**src/rtl/alk_pkg.sv**
```systemverilog
// Shared types for the ALUSHF shift sequencer: op codes, FSM states, fill sources.
// Latency: none (types and constants only).
// Backpressure: not applicable.
package alk_pkg;

    // ALUSHF micro-op codes, encoded exactly as they appear on alushf_h
    typedef enum logic [2:0] {
        OP_NOP = 3'b000,
        OP_SL1 = 3'b001,
        OP_SL0 = 3'b010,
        OP_ROT = 3'b011,
        OP_SR0 = 3'b100,
        OP_SR1 = 3'b101,
        OP_ASR = 3'b110,
        OP_RSV = 3'b111
    } alushf_e;

    typedef enum logic [1:0] {
        ST_IDLE  = 2'd0,
        ST_SHIFT = 2'd1,
        ST_DONE  = 2'd2
    } state_e;

    // Bit shifted into the vacated end of A:Q on each step
    typedef enum logic [1:0] {
        FILL_ZERO = 2'd0,
        FILL_ONE  = 2'd1,
        FILL_AMSB = 2'd2
    } fill_e;

endpackage

```
**src/rtl/alk_shfseq_if.sv**
```systemverilog
// Command/result bundle of the shift sequencer; master drives commands, slave is the sequencer.
// Latency: none (wires only).
// Backpressure: none; start_h is simply dropped while busy_h is high.
// Ports: start_h/alushf_h/count_h/a_in_h/q_in_h/abort_h toward the sequencer,
//        a_out_h/q_out_h/busy_h/done_h/err_h back to the master.
interface alk_shfseq_if #(
    parameter int WIDTH = 32,
    parameter int CNT_W = 6
);
    logic             start_h;
    logic [2:0]       alushf_h;
    logic [CNT_W-1:0] count_h;
    logic [WIDTH-1:0] a_in_h;
    logic [WIDTH-1:0] q_in_h;
    logic             abort_h;
    logic [WIDTH-1:0] a_out_h;
    logic [WIDTH-1:0] q_out_h;
    logic             busy_h;
    logic             done_h;
    logic             err_h;

    modport master (
        output start_h, alushf_h, count_h, a_in_h, q_in_h, abort_h,
        input  a_out_h, q_out_h, busy_h, done_h, err_h
    );

    modport slave (
        input  start_h, alushf_h, count_h, a_in_h, q_in_h, abort_h,
        output a_out_h, q_out_h, busy_h, done_h, err_h
    );
endinterface

```
**src/rtl/alk_shfdec.sv**
```systemverilog
// Combinational ALUSHF decoder: direction, fill source, rotate enable, reserved flag.
// Latency: zero cycles (pure combinational).
// Backpressure: none.
// Ports: op in; dir_right, fill_sel, rot_en, rsv out.
// Build option: ALK_SHFSEQ_ROT_EN makes 011 a left rotate; without it 011 decodes as reserved.
module alk_shfdec
    import alk_pkg::*;
(
    input  alushf_e op,
    output logic    dir_right,
    output fill_e   fill_sel,
    output logic    rot_en,
    output logic    rsv
);

    always_comb begin
        dir_right = 1'b0;
        fill_sel  = FILL_ZERO;
        rot_en    = 1'b0;
        rsv       = 1'b0;
        case (op)
            OP_NOP: ;
            OP_SL1: fill_sel = FILL_ONE;
            OP_SL0: fill_sel = FILL_ZERO;
`ifdef ALK_SHFSEQ_ROT_EN
            OP_ROT: rot_en = 1'b1;
`else
            OP_ROT: rsv = 1'b1;
`endif
            OP_SR0: dir_right = 1'b1;
            OP_SR1: begin
                dir_right = 1'b1;
                fill_sel  = FILL_ONE;
            end
            OP_ASR: begin
                dir_right = 1'b1;
                fill_sel  = FILL_AMSB;
            end
            default: rsv = 1'b1;
        endcase
    end

endmodule

```
**src/rtl/alk_shfseq.sv**
```systemverilog
// Multi-cycle A:Q shift sequencer: one bit step per SHIFT cycle, IDLE/SHIFT/DONE control.
// Latency: done_h count+1 cycles after the start edge; 1 cycle for NOP, reserved code or count 0.
// Backpressure: start_h ignored (not queued) unless the state is IDLE; abort_h cancels SHIFT.
// Ports: clk_h, reset_h (async active-high); bus = alk_shfseq_if.slave.
// Build option: ALK_SHFSEQ_ROT_EN enables op 011 as a left rotate of A:Q.
module alk_shfseq
    import alk_pkg::*;
#(
    parameter int WIDTH = 32,
    parameter int CNT_W = 6
) (
    input  logic         clk_h,
    input  logic         reset_h,
    alk_shfseq_if.slave  bus
);

    localparam int AQ_W = 2 * WIDTH;
    localparam logic [CNT_W-1:0] CNT_ONE = CNT_W'(1);

    state_e            state_q, state_d;
    logic [AQ_W-1:0]   aq_q, aq_step;
    logic [CNT_W-1:0]  cnt_q;
    alushf_e           op_q, dec_op;
    logic              dir_right, rot_en, rsv, fill_bit;
    fill_e             fill_sel;
    logic              load, step;

    // One decoder serves both phases: in IDLE it classifies the incoming
    // command, afterwards it decodes the captured op (also sourcing err_h in DONE).
    assign dec_op = (state_q == ST_IDLE) ? alushf_e'(bus.alushf_h) : op_q;

    alk_shfdec u_dec (
        .op        (dec_op),
        .dir_right (dir_right),
        .fill_sel  (fill_sel),
        .rot_en    (rot_en),
        .rsv       (rsv)
    );

    // A rotate feeds A[msb] into Q[0], the same bit ASR replicates into A[msb]
    always_comb begin
        fill_bit = 1'b0;
        if (rot_en) begin
            fill_bit = aq_q[AQ_W-1];
        end else begin
            case (fill_sel)
                FILL_ONE:  fill_bit = 1'b1;
                FILL_AMSB: fill_bit = aq_q[AQ_W-1];
                default:   fill_bit = 1'b0;
            endcase
        end
        aq_step = dir_right ? {fill_bit, aq_q[AQ_W-1:1]}
                            : {aq_q[AQ_W-2:0], fill_bit};
    end

    always_comb begin
        state_d = state_q;
        load    = 1'b0;
        step    = 1'b0;
        case (state_q)
            ST_IDLE: begin
                if (bus.start_h) begin
                    load = 1'b1;
                    if (bus.count_h == '0 || dec_op == OP_NOP || rsv) begin
                        state_d = ST_DONE;
                    end else begin
                        state_d = ST_SHIFT;
                    end
                end
            end
            ST_SHIFT: begin
                // The abort cycle still steps, so A:Q holds the partial result;
                // abort wins over the terminal step and suppresses DONE.
                step = 1'b1;
                if (bus.abort_h) begin
                    state_d = ST_IDLE;
                end else if (cnt_q == CNT_ONE) begin
                    state_d = ST_DONE;
                end
            end
            ST_DONE:  state_d = ST_IDLE;
            default:  state_d = ST_IDLE;
        endcase
    end

    always_ff @(posedge clk_h or posedge reset_h) begin
        if (reset_h) begin
            state_q <= ST_IDLE;
            aq_q    <= '0;
            cnt_q   <= '0;
            op_q    <= OP_NOP;
        end else begin
            state_q <= state_d;
            if (load) begin
                aq_q  <= {bus.a_in_h, bus.q_in_h};
                cnt_q <= bus.count_h;
                op_q  <= alushf_e'(bus.alushf_h);
            end else if (step) begin
                aq_q  <= aq_step;
                cnt_q <= cnt_q - CNT_ONE;
            end
        end
    end

    assign bus.a_out_h = aq_q[AQ_W-1:WIDTH];
    assign bus.q_out_h = aq_q[WIDTH-1:0];
    assign bus.busy_h  = (state_q != ST_IDLE);
    assign bus.done_h  = (state_q == ST_DONE);
    assign bus.err_h   = (state_q == ST_DONE) && rsv;

endmodule

```
**src/flat_wrapper.sv**
```systemverilog
// flat-port wrapper written by rule: the top's interface ports become plain ports
module alk_shfseq_flat import alk_pkg::*;
#(
    parameter int WIDTH = 32,
    parameter int CNT_W = 6
)
  (clk_h, reset_h, bus_start_h, bus_alushf_h, bus_count_h, bus_a_in_h, bus_q_in_h, bus_abort_h, bus_a_out_h, bus_q_out_h, bus_busy_h, bus_done_h, bus_err_h);
  alk_shfseq_if #(.WIDTH(WIDTH), .CNT_W(CNT_W)) bus_i ();
  input  logic clk_h;
  input  logic reset_h;
  input wire logic [$bits(bus_i.start_h)-1:0] bus_start_h;
  input wire logic [$bits(bus_i.alushf_h)-1:0] bus_alushf_h;
  input wire logic [$bits(bus_i.count_h)-1:0] bus_count_h;
  input wire logic [$bits(bus_i.a_in_h)-1:0] bus_a_in_h;
  input wire logic [$bits(bus_i.q_in_h)-1:0] bus_q_in_h;
  input wire logic [$bits(bus_i.abort_h)-1:0] bus_abort_h;
  output wire logic [$bits(bus_i.a_out_h)-1:0] bus_a_out_h;
  output wire logic [$bits(bus_i.q_out_h)-1:0] bus_q_out_h;
  output wire logic [$bits(bus_i.busy_h)-1:0] bus_busy_h;
  output wire logic [$bits(bus_i.done_h)-1:0] bus_done_h;
  output wire logic [$bits(bus_i.err_h)-1:0] bus_err_h;
  assign bus_i.start_h = bus_start_h;
  assign bus_i.alushf_h = bus_alushf_h;
  assign bus_i.count_h = bus_count_h;
  assign bus_i.a_in_h = bus_a_in_h;
  assign bus_i.q_in_h = bus_q_in_h;
  assign bus_i.abort_h = bus_abort_h;
  assign bus_a_out_h = bus_i.a_out_h;
  assign bus_q_out_h = bus_i.q_out_h;
  assign bus_busy_h = bus_i.busy_h;
  assign bus_done_h = bus_i.done_h;
  assign bus_err_h = bus_i.err_h;
  alk_shfseq #(.WIDTH(WIDTH), .CNT_W(CNT_W)) u_core (.clk_h(clk_h), .reset_h(reset_h), .bus(bus_i));
endmodule
```
**config.mk**
```make
export PLATFORM = sky130hd
export DESIGN_NAME = alk_shfseq_flat
export DESIGN_NICKNAME = d
export VERILOG_FILES = /design/src/rtl/alk_pkg.sv /design/src/rtl/alk_shfseq_if.sv /design/src/rtl/alk_shfdec.sv /design/src/rtl/alk_shfseq.sv /design/src/flat_wrapper.sv
export SDC_FILE = /design/constraint.sdc
export NUM_CORES = 1
export LEC_CHECK = 0
export BUFFER_PORTS_ARGS = -buffer_cell sky130_fd_sc_hd__buf_2
export CAP_MARGIN = 20
export CORE_MARGIN = 8
export CORE_UTILIZATION = 46
export CTS_CLUSTER_DIAMETER = 200
export DETAILED_ROUTE_END_ITERATION = 10
export GPL_TIMING_DRIVEN = 0
export PLACE_DENSITY = 0.83
export SLEW_MARGIN = 0
export SYNTH_ARGS = -nofsm -noshare
export SYNTH_HDL_FRONTEND = slang
export SYNTH_HIERARCHICAL = 1
export SYNTH_SLANG_ARGS = --single-unit
```
**constraint.sdc**
```tcl
create_clock -name clk_h -period 2.4 [get_ports clk_h]
set_clock_uncertainty 0.05 [all_clocks]
set_input_delay 0.24 -clock clk_h [delete_from_list [all_inputs] [get_ports clk_h]]
set_output_delay 0.24 -clock clk_h [all_outputs]
set_load 0.1 [all_outputs]
```
==> Word-level counts from Yosys, hierarchy flattened <==
Cells that the tools add are included.
{ "op_classes": {"mux": 18, "n_eq_ne": 12, "bitwise_logic": 0, "add_sub_neg": 1, "multipliers": 0, "shift": 0, "reduce_logical": 12, "magnitude_cmp": 0, "div": 0} }
{ "ops": {"columns": ["cell", "n"], "rows": [
  ["$mux 64", 3],
  ["$mux 6", 2],
  ["$eq 3x3->1 const B", 3],
  ["$mux 2", 4],
  ["$pmux 2 s2", 2],
  ["$eq 6x1->1 const B", 1],
  ["$logic_not 6->1", 1],
  ["$reduce_or 6->1", 1],
  ["$sub 6x1->6 const B", 1],
  ["$mux 1", 5],
  ["$eq 2x1->1 const B", 2],
  ["$eq 2x2->1 const B", 2],
  ["$reduce_bool 2->1", 2],
  ["$eq 3x1->1 const B", 1],
  ["$eq 3x2->1 const B", 1],
  ["$logic_not 3->1", 1],
  ["$mux 3", 1],
  ["$ne 3x2->1 const B", 1],
  ["$reduce_or 3->1", 1],
  ["$logic_not 2->1", 1],
  ["$logic_or 1x1->1", 2],
  ["$ne 2x2->1 const B", 1],
  ["$pmux 1 s2", 1],
  ["$reduce_and 2->1", 1],
  ["2 further kinds", 2]
]} }
{ "word_totals": {"n_memories": 0, "input_bits": 77, "mem_bits_ro": 0, "register_bits": 75, "ram_bits": 0, "latch_bits": 0} }

==> Depth between registers and ports, before layout <==
{ "logic_depth": {"word_depth": 10, "ltp_mapped": 10, "mapped_depth_nobuf": 9} }

==> Modules after synthesis <==
Netlist, hierarchy kept.
{ "by_module_without_submodules": {"columns": ["mod", "seq_area_each_um2", "cells_each", "area_each_um2", "instances"], "rows": [
  ["alk_shfseq", 1876.8, 503, 4287.9, 1],
  ["alk_shfdec", 0.0, 6, 45.0, 1]
]} }

==> Least setup slack after synthesis <==
OpenSTA, ideal clock, no wires.
{ "synth_timing": {"path_kind": "register -> output", "from": "register u_core.state_q[0]", "to": "output port bus_err_h", "t_required_ps": 2110, "arrival_ps": 2801, "path_stages_with_launch": 4, "setup_slack_ps": -691, "cell_sequence": "dfrtp_1 > buf_2 > nor2b_1 > and2_1"} }
{ "synth_rtl": {"columns": ["item", "line", "text"], "rows": [
  ["from (decl)", "alk_shfseq.sv:20", "state_e state_q, state_d;"],
  ["from (signal assigned)", "alk_shfseq.sv:93", "state_q <= state_d;"],
  ["$eq 2x2->1", null, null],
  ["named net bus_done_h", "flat_wrapper.sv:20", "output wire logic [$bits(bus_i.done_h)-1:0] bus_done_h;"],
  ["$logic_and 1x1->1", "alk_shfseq.sv:109", "assign bus.err_h = (state_q == ST_DONE) && rsv;"],
  ["to (decl)", "flat_wrapper.sv:21", "output wire logic [$bits(bus_i.err_h)-1:0] bus_err_h;"]
]} }
The timed path passes the listed nets, and every way through them passes these cells.

==> Worst setup path after layout <==
{ "layout_timing": {"from": "register u_core.state_q[0]", "to": "register u_core.aq_q[23]"} }
{ "layout_via": {"elab_chain_len": 8} }
{ "layout_rtl": {"columns": ["item", "line", "text"], "rows": [
  ["$logic_not 2->1 (*)", "alk_shfseq.sv:30", "assign dec_op = (state_q == ST_IDLE) ? alushf_e'(bus.alushf_h) : op_q;"],
  ["$mux 3 (*)", "alk_shfseq.sv:30", null],
  ["named net u_core.dec_op[0]", "alk_shfseq.sv:23", "alushf_e op_q, dec_op;"],
  ["$eq 3x3->1", "alk_shfdec.sv:21", "case (op)"],
  ["$reduce_or 3->1 (no source line) (*)", null, null],
  ["$mux 1 (*)", "alk_shfdec.sv:21", null],
  ["named net u_core.dir_right", "alk_shfseq.sv:24", "logic dir_right, rot_en, rsv, fill_bit;"],
  ["$mux 64 (*)", "alk_shfseq.sv:52", "aq_step = dir_right ? {fill_bit, aq_q[AQ_W-1:1]}"],
  ["$mux 64 (*)", "alk_shfseq.sv:98", "end else if (step) begin"],
  ["$mux 64 (*)", "alk_shfseq.sv:94", "if (load) begin"],
  ["to (signal assigned)", "alk_shfseq.sv:95", "aq_q <= {bus.a_in_h, bus.q_in_h};"],
  ["to (signal assigned)", "alk_shfseq.sv:99", "aq_q <= aq_step;"],
  ["to (decl)", "alk_shfseq.sv:21", "logic [AQ_W-1:0] aq_q, aq_step;"]
]} }
The timed path passes the listed nets; every way through them passes the cells marked *. The select of a mux whose other input is x is not followed.
A chain may end at the register's enable or synchronous reset.

==> results.cfg <==
[run_status]
status = completed

[placed_design]
place_area_sq_um = 5220
dp_hpwl_microns = 9270
place.gp.congestion = 0.875
port_buffers = 143

[grt]
grt_pass1_vias = 4364
grt_usage = 0.194
antenna_found_initial = 1
grt_pass1_wl_microns = 20600
grt_max_degree = 62
overflow = 0

[clock_network]
clk_pin_slew_ps = 80
clkSinkCount = 75
clkLatencyLatePin_ps = 330
htree_num_levels = 3
cts_buffers = 9
tritoncts = yes
root_buffer = clkbuf_8
cts_max_path_buffers = 2

[drt]
drc_errors = 0
wl_per_cell_microns = 16.1
final_antenna_net_count = 0
vias = 4245
drtIter0Drc = 237
firstDrtPassIters = 5
via_per_inst = 5.39
routed_wirelength_microns = 12700
top_layer = met4
route.met2.wl_microns = 6400
wl_met3_microns = 756
met1_length_microns = 5410

[sta]
min_period_ps = 2310
tightest_slew_ps = 524
max_freq_ghz = 0.434
slew_headroom = 0.653
fin_crit_sh = 0.960
setup_viol = 0
report.final.slew_viol_count = 0
hold_viol_final = 0

[critical_path]
critPathMaxStageDelay_ps = 400
cp_data_arrival_time_ps = 2450
crit_path_start_kind = register
slowest_stage = mux2_2
critical_path.cell_chain = buf_6 > nor2_4 > mux2_2 > a21boi_4 > buf_8 > buf_6 > mux2i_1 > nor2_1 > a21oi_1 > o21ai_0
cpLargestDelayFamily = multiplexers
crit_buf_inv = 3
worstSetupPathType = register to register
cp_common_cell = buf_6
cp_max_fo = 10
critPathCaptureType = register
crit_required_ps = 2540

[synth]
synth.largest_area_cell = dfrtp_1
yosysUniqueCellTypes = 38
async_flop_share = 1.00
synth_top_area_frac = 0.433
synth-edff-count = 0
synth.area.top_cells = dfrtp_1 (43%), mux2i_1 (14%), a21oi_1 (7.4%)
yosysWarnings = 6
syn-num-nets = 590
synthFlopType = dfrtp_1
yosysSeqAreaShare = 0.433
synth_common_cells = nand2_1 (77), dfrtp_1 (75), nor2_1 (72), a21oi_1 (64), mux2i_1 (62)
syn_area_per_cell_sq_um = 8.51
synth_most_common_cell = nand2_1
syn_area_sq_um = 4330
syn_inst = 509
ys_ff_latch = 75

[cells_and_area]
syn2layout_area_growth_pct = 27.8
fin_area_sq_um = 5540
finalNetCount = 752
multi_input_area_sq_um = 2270
regArea_sq_um = 1880
drive_gt1_frac = 0.314
n_fill_cell = 828

[hold_path]
hp-class = input port to register

[floorplan]
die_area_sq_um = 12800
die_y_microns = 113
rows = 35
die_w_microns = 113
coreArea_sq_um = 9200
initial_core_util = 0.471
pin_count = 144

[job]
cap_violations = 0
flip-flops by register name, indices dropped and copies added, names as in the netlist:
register / cells
u_core/op_q: 3
u_core/aq_q: 64
u_core/cnt_q: 6
u_core/state_q: 2
worst register-to-register path: cells and delay by family (launching register included):
family	cells	cell delay [ps]
flip-flops	1	380
AO/OA/AOI/OAI	3	410
buffers and inverters	3	480
AND/OR/NAND/NOR	2	230
multiplexers	2	610
worst paths after layout:
path / start / to / slack [ps] / cells past startpoint
min in group asynchronous: reset_h / u_core/aq_q[40] / 350 / 3
worst min register to register: u_core/op_q[0] / u_core/op_q[0] / 440 / 2
worst min-delay path: bus_q_in_h[4] / u_core/aq_q[4] / 60 / 3
max in group asynchronous: reset_h / u_core/aq_q[35] / 1360 / 4
worst max register to register: u_core/state_q[0] / u_core/aq_q[23] / 90 / 10
worst max-delay path: u_core/state_q[0] / u_core/aq_q[23] / 90 / 10
cell families after synthesis:
family | after synthesis | share of synthesized area
other cells | 1 | 0.000865
mux | 65 | 0.151
fa+ha+maj | 4 | 0.0116
flops | 75 | 0.433
simple gates | 174 | 0.172
buf+inv | 45 | 0.0502
compound gates | 145 | 0.181
through the flow:
step | cells | setup slack [ps] | hold WS [ps] | setup TNS, ps | utilization
floorplan | 509 | 94.8 | 295 | 0 | -
global placement | 763 | -743 | 393 | -67490 | 0.564
detailed placement | 764 | -345 | 137 | -15410 | 0.568
CTS | 780 | -5.31 | 37.7 | -8.39 | 0.591
global route | 787 | -9.06 | 44.9 | -19.9 | 0.602
finish | 787 | 94.8 | 58.7 | 0 | 0.602
area by class of cell:
cell class,instances,share of cell area
Antenna cell,1,0.000452
Buffer,38,0.0434
Clock buffer,13,0.0305
Clock inverter,2,0.00181
Inverter,7,0.00520
Multi-Input combinational cell,389,0.410
Sequential cell,75,0.339
Tap cell,111,0.0251
Timing Repair Buffer,151,0.145
cells in the final DEF, fill, tap and decap left out, types with 2 or more instances in the layout:
| master | instances |
|---|---|
| nor3_1 | 4 |
| clkbuf_8 | 12 |
| a221o_1 | 2 |
| ha_1 | 3 |
| buf_2 | 163 |
| o21ai_1 | 14 |
| nor2_1 | 72 |
| mux2i_1 | 62 |
| mux2_2 | 2 |
| nand2_1 | 77 |
| nand3_1 | 3 |
| a211o_1 | 2 |
| a31oi_1 | 3 |
| buf_4 | 9 |
| o211ai_1 | 2 |
| dfrtp_1 | 75 |
| o311ai_0 | 2 |
| inv_1 | 6 |
| a21oi_1 | 64 |
| clkinv_2 | 2 |
| clkbuf_1 | 8 |
| and2_2 | 2 |
| buf_6 | 7 |
| nor2b_1 | 5 |
| o21ai_0 | 52 |
metal layers:
layer | track usage | up-vias
li1 | - | 2068
met1 | 0.233 | 2033
met2 | 0.335 | 136
met3 | 0.0495 | 8
met4 | 0.0533 | 0
met5 | 0 | -
repair_timing:
item                                    CTS  global route
hold buffers                              1             0
endpoints found under the setup margin   61            59
setup buffers                             0             6
gates resized for setup                  11            11
pin swaps                                 1             7
hold endpoints to repair                 14             0
Power is not shown: default switching activity piles up to over one toggle a cycle in this logic, so the estimate is an artifact.
